File: src/rtl/cam_idx.sv
// Registered key-to-index lookup: NR writable keyed entries, valid/ready search
// port returning the 1-based index of the lowest matching valid entry (0 = miss).
module cam_idx #(
  parameter int NR = 4,
  parameter int KW = 8,
  parameter int IW = 3
) (
  input  logic          clk,
  input  logic          rst,
  input  logic          req_valid,
  output logic          req_ready,
  input  logic [KW-1:0] req_key,
  output logic          resp_valid,
  input  logic          resp_ready,
  output logic [IW-1:0] resp_idx,
  output logic          resp_hit,
  output logic          resp_multi,
  input  logic          wr_en,
  input  logic [IW-1:0] wr_idx,
  input  logic [KW-1:0] wr_key,
  input  logic          clr_en,
  input  logic [IW-1:0] clr_idx,
  input  logic          flush,
  output logic [IW-1:0] count,
  output logic          full
);

  logic [NR-1:0] valid_q, valid_d;
  logic [KW-1:0] key_q [NR];
  logic [KW-1:0] key_d [NR];
  logic [IW-1:0] count_q, count_d;

  logic          resp_valid_q;
  logic [IW-1:0] resp_idx_q, resp_idx_d;
  logic          resp_hit_q;
  logic          resp_multi_q, resp_multi_d;

  logic [NR-1:0] match;
  logic          fire;

  function automatic logic [IW-1:0] popcnt(input logic [NR-1:0] v);
    logic [IW-1:0] n;
    n = '0;
    for (int i = 0; i < NR; i++) n = n + IW'(v[i]);
    return n;
  endfunction

  assign req_ready = !resp_valid_q || resp_ready;
  assign fire      = req_valid && req_ready;

  // Search path sees only pre-edge contents, so same-cycle updates stay invisible.
  always_comb begin
    match      = '0;
    resp_idx_d = '0;
    for (int i = 0; i < NR; i++) match[i] = valid_q[i] && (key_q[i] == req_key);
    for (int i = NR - 1; i >= 0; i--) begin
      if (match[i]) resp_idx_d = IW'(i + 1);
    end
    resp_multi_d = popcnt(match) > IW'(1);
  end

  // Later assignments win: flush < clear < write. Out-of-range indices match no entry.
  always_comb begin
    valid_d = valid_q;
    key_d   = key_q;
    if (flush) valid_d = '0;
    for (int i = 0; i < NR; i++) begin
      if (clr_en && clr_idx == IW'(i)) valid_d[i] = 1'b0;
      if (wr_en && wr_idx == IW'(i)) begin
        valid_d[i] = 1'b1;
        key_d[i]   = wr_key;
      end
    end
    count_d = popcnt(valid_d);
  end

  always_ff @(posedge clk) begin
    if (rst) begin
      valid_q      <= '0;
      for (int i = 0; i < NR; i++) key_q[i] <= '0;
      count_q      <= '0;
      resp_valid_q <= 1'b0;
      resp_idx_q   <= '0;
      resp_hit_q   <= 1'b0;
      resp_multi_q <= 1'b0;
    end else begin
      valid_q <= valid_d;
      key_q   <= key_d;
      count_q <= count_d;
      if (fire) begin
        resp_valid_q <= 1'b1;
        resp_idx_q   <= resp_idx_d;
        resp_hit_q   <= (resp_idx_d != '0);
        resp_multi_q <= resp_multi_d;
      end else if (resp_ready) begin
        resp_valid_q <= 1'b0;
      end
    end
  end

  assign resp_valid = resp_valid_q;
  assign resp_idx   = resp_idx_q;
  assign resp_hit   = resp_hit_q;
  assign resp_multi = resp_multi_q;
  assign count      = count_q;
  assign full       = (count_q == IW'(NR));

endmodule
File: config.mk
export PLATFORM = sky130hd
export DESIGN_NAME = cam_idx
export DESIGN_NICKNAME = d
export VERILOG_FILES = /design/src/rtl/cam_idx.sv
export SDC_FILE = /design/constraint.sdc
export NUM_CORES = 1
export LEC_CHECK = 0
export ABC_AREA = 1
export CORE_MARGIN = 3
export CORE_UTILIZATION = 34
export CTS_CLUSTER_DIAMETER = 100
export DETAILED_ROUTE_END_ITERATION = 16
export HOLD_SLACK_MARGIN = 0.15
export REMOVE_ABC_BUFFERS = 1
export SLEW_MARGIN = 20
export SYNTH_ARGS = -nofsm -noshare
export SYNTH_HDL_FRONTEND = slang
export SYNTH_SLANG_ARGS = --single-unit
File: constraint.sdc
create_clock -name clk -period 2.3 [get_ports clk]
set_input_delay 0.345 -clock clk [delete_from_list [all_inputs] [get_ports clk]]
set_output_delay 0.345 -clock clk [all_outputs]
set_load 0.005 [all_outputs]
==> out/results.txt <==
CP Launch Type -> input port
register area share after synthesis -> 0.375
Place WS -> -0.173 ns
design area -> 3160 um2
leakage -> 1.37 nW
RR Endpoint -> resp_multi$_SDFFE_PP0P_
dominant cells by area after synthesis -> dfxtp_1 38%, nand2_1 13%, o21ai_0 8.1%
hold-critical path depth -> 2
critical path's slowest cell -> clkdlybuf4s50_1
Arr. time, crit path -> 2.33 ns
Worst-path clk slew -> 0.08 ns
post_cts resized -> 0
Setup CP Type -> in -> reg
global-route wire length before repair -> 10900 um
via count -> 2406
Clock Sinks -> 45
die area -> 8110 um2
1st-iter DRT viols -> 114
Synth Instances -> 361
Fmax -> 0.469 GHz
Detailed Place HPWL -> 5020 um
hold_buf cts -> 0
DRC Markers -> 0
clk root buf -> clkbuf_8
H-tree depth -> 2
total routed wirelength -> 6450 um
Post-CTS Setup Bufs -> 0
WP data required -> 2.50 ns
die width -> 90.0 um
RR Startpoint -> key_q[27]$_SDFFE_PP0P_
delay-heaviest family, CP -> adder cells
Setup TNS Final -> 0 ns
YS warnings -> 0
Final ANT Viol Nets -> 0
Starting Density -> 0.364
flop2flop setup slack -> 0.45 ns
leading cell types in the layout, fill and taps excluded -> 84 x nand2_1, 45 x dfxtp_1, 44 x inv_1, 39 x o21ai_0, 39 x clkdlybuf4s50_1
Final #Nets -> 456
fin. max-slew vios -> 0
WHS Endpoint -> key_q[14]$_SDFFE_PP0P_
min cycle time layout -> 2.13 ns
Synth Register Bits -> 45
ratio of cells with drive above 1 in the final layout -> 0.130
Area Overhead vs Synth -> 31.7%
status -> completed
worst clock skew -> 0.00374 ns
core box area -> 6600 um2
fin worst setup slack -> 0.170 ns
initial antenna violation count -> 0
Placed Area -> 3050 um2
row cnt -> 29
pwr dens -> 550 nW/um2
Worst slew margin -> 0.774
clk buf depth -> 2
Yosys top cell area share -> 0.375
port buffer count -> 39
CTS tree -> yes
IO Pins -> 40
max cap viols -> 0
TritonCTS buffer count -> 5
WL per Instance -> 12.5 um
vias in the first global route -> 2281
global route overflow -> 0
Bufs and invs on worst path -> 5
Vias per Instance -> 4.65
Worst Setup End Kind -> flop
drt pass-1 iters -> 4
Synth Area per Inst -> 6.65 um2
Chip Height -> 90.0 um
Crit Path Max Fanout -> 3
GRT Util Overall -> 0.164
commonest non-fill, non-tap cell in the layout -> nand2_1
unrepaired setup endpoints after global routing -> false
worst slew pin tran -> 0.337 ns
Cell Area, Synth -> 2400 um2
final hold violation count -> 0
gpl congestion -> 0.846
setup violators final -> 0
Distinct cells, synth -> 30
Max VDD drop -> 0.000393 V
Worst-Skew Late Latency -> 0.30 ns
min-delay worst type -> reg -> reg
hold wc startpoint -> key_q[14]$_SDFFE_PP0P_
antenna fix cells -> 0
Tcrit/Tclk final -> 0.926
crit-path cells -> clkdlybuf4s50_1, inv_1, nor2_2, inv_2, nor3_2, inv_2, nand2_1, fa_1, ha_1, ha_1, inv_1, nor2_1
cell depth of the worst flop-to-flop path -> 10
slowest stage delay, CP -> 0.45 ns
post-synth top area cell -> dfxtp_1
# fillers -> 701
largest net degree at the start of global routing -> 36
[logic make-up after synthesis]
group | Yosys count | synth area share
adder cells (fa/ha/maj) | 4 | 0.0271
flip-flops | 45 | 0.375
XOR/XNOR | 6 | 0.0219
AND/OR/NAND/NOR | 163 | 0.298
AO/OA/AOI/OAI | 78 | 0.171
buffers and inverters | 65 | 0.106
[metal layers]
metal  global-route usage  part of all wire
met4               0.0459             0.012
met1                0.225              0.50
met2                0.265              0.44
met5                    0                 0
met3               0.0309             0.044
[state kept, by name, indices dropped and copies added, names as in the netlist]
signal	count
resp_idx	3
resp_valid	1
resp_multi	1
count	3
valid_q	4
resp_hit	1
key_q	32
[worst max path at each step]
stage                from  slack, ns                 endpoint  depth (start not counted)
6_report            wr_en       0.17      count[1]$_SDFF_PP0_                         12
5_1_grt        req_key[3]       0.04  resp_multi$_SDFFE_PP0P_                         11
4_1_cts             wr_en       0.16      count[1]$_SDFF_PP0_                         12
3_5_place_dp        wr_en      -0.17      count[1]$_SDFF_PP0_                         12
3_3_place_gp        wr_en      -0.12      count[1]$_SDFF_PP0_                         12
2_1_floorplan       wr_en       0.30      count[1]$_SDFF_PP0_                          9
[power breakdown]
group	internal, mW	switching [mW]
clock	0.355	0.275
combinational	0.135	0.150
sequential	0.809	0.0162
total	1.30	0.441
[tightest hold or removal path, cell delays in order, from the launching register on]
cell	delay, ns
dfxtp_1	0.32
inv_1	0.06
a21oi_1	0.05
[cells in the mapped netlist]
| cell | number |
|---|---|
| a21oi_2 | 1 |
| nand3_1 | 20 |
| and3_1 | 1 |
| nor2_2 | 2 |
| ha_1 | 2 |
| or2_1 | 1 |
| a21boi_2 | 2 |
| buf_2 | 3 |
| nand3b_1 | 2 |
| inv_1 | 44 |
| a21boi_1 | 1 |
| xor2_1 | 4 |
| nor2_1 | 38 |
| nand2_1 | 84 |
| a21oi_1 | 34 |
| o21a_1 | 1 |
| o21ai_0 | 39 |
| xnor2_1 | 2 |
| and2_1 | 1 |
| nand3_2 | 1 |
| inv_2 | 13 |
| nand4_1 | 6 |
| fa_1 | 2 |
| nor2_4 | 1 |
| nor3_2 | 4 |
| dfxtp_1 | 45 |
| clkbuf_1 | 4 |
| nor3_1 | 1 |
| buf_6 | 1 |
| nor3b_1 | 1 |
[per-stage QoR]
step | hold slack, ns | std cells | utilization | power [mW]
after global placement | 0.445 | 509 | 0.461 | 1.13
after global routing | 0.499 | 517 | 0.479 | 1.83
final | 0.472 | 517 | 0.479 | 1.74
after floorplan | 0.414 | 353 | - | 0.980
after detailed placement | 0.461 | 509 | 0.461 | 1.13
after CTS | 0.474 | 517 | 0.479 | 1.76
[layout make-up]
class                   instances  area, um2  area share
clock buffers                   7       86.3      0.0273
clock inverters                 1       30.0     0.00949
inverters                      57        214      0.0676
multi-input cells             251       1240       0.394
flip-flops and latches         45        901       0.285
well taps                      93        116      0.0368
repair buffers                 63        571       0.180
(Power assumes the default switching activity.)
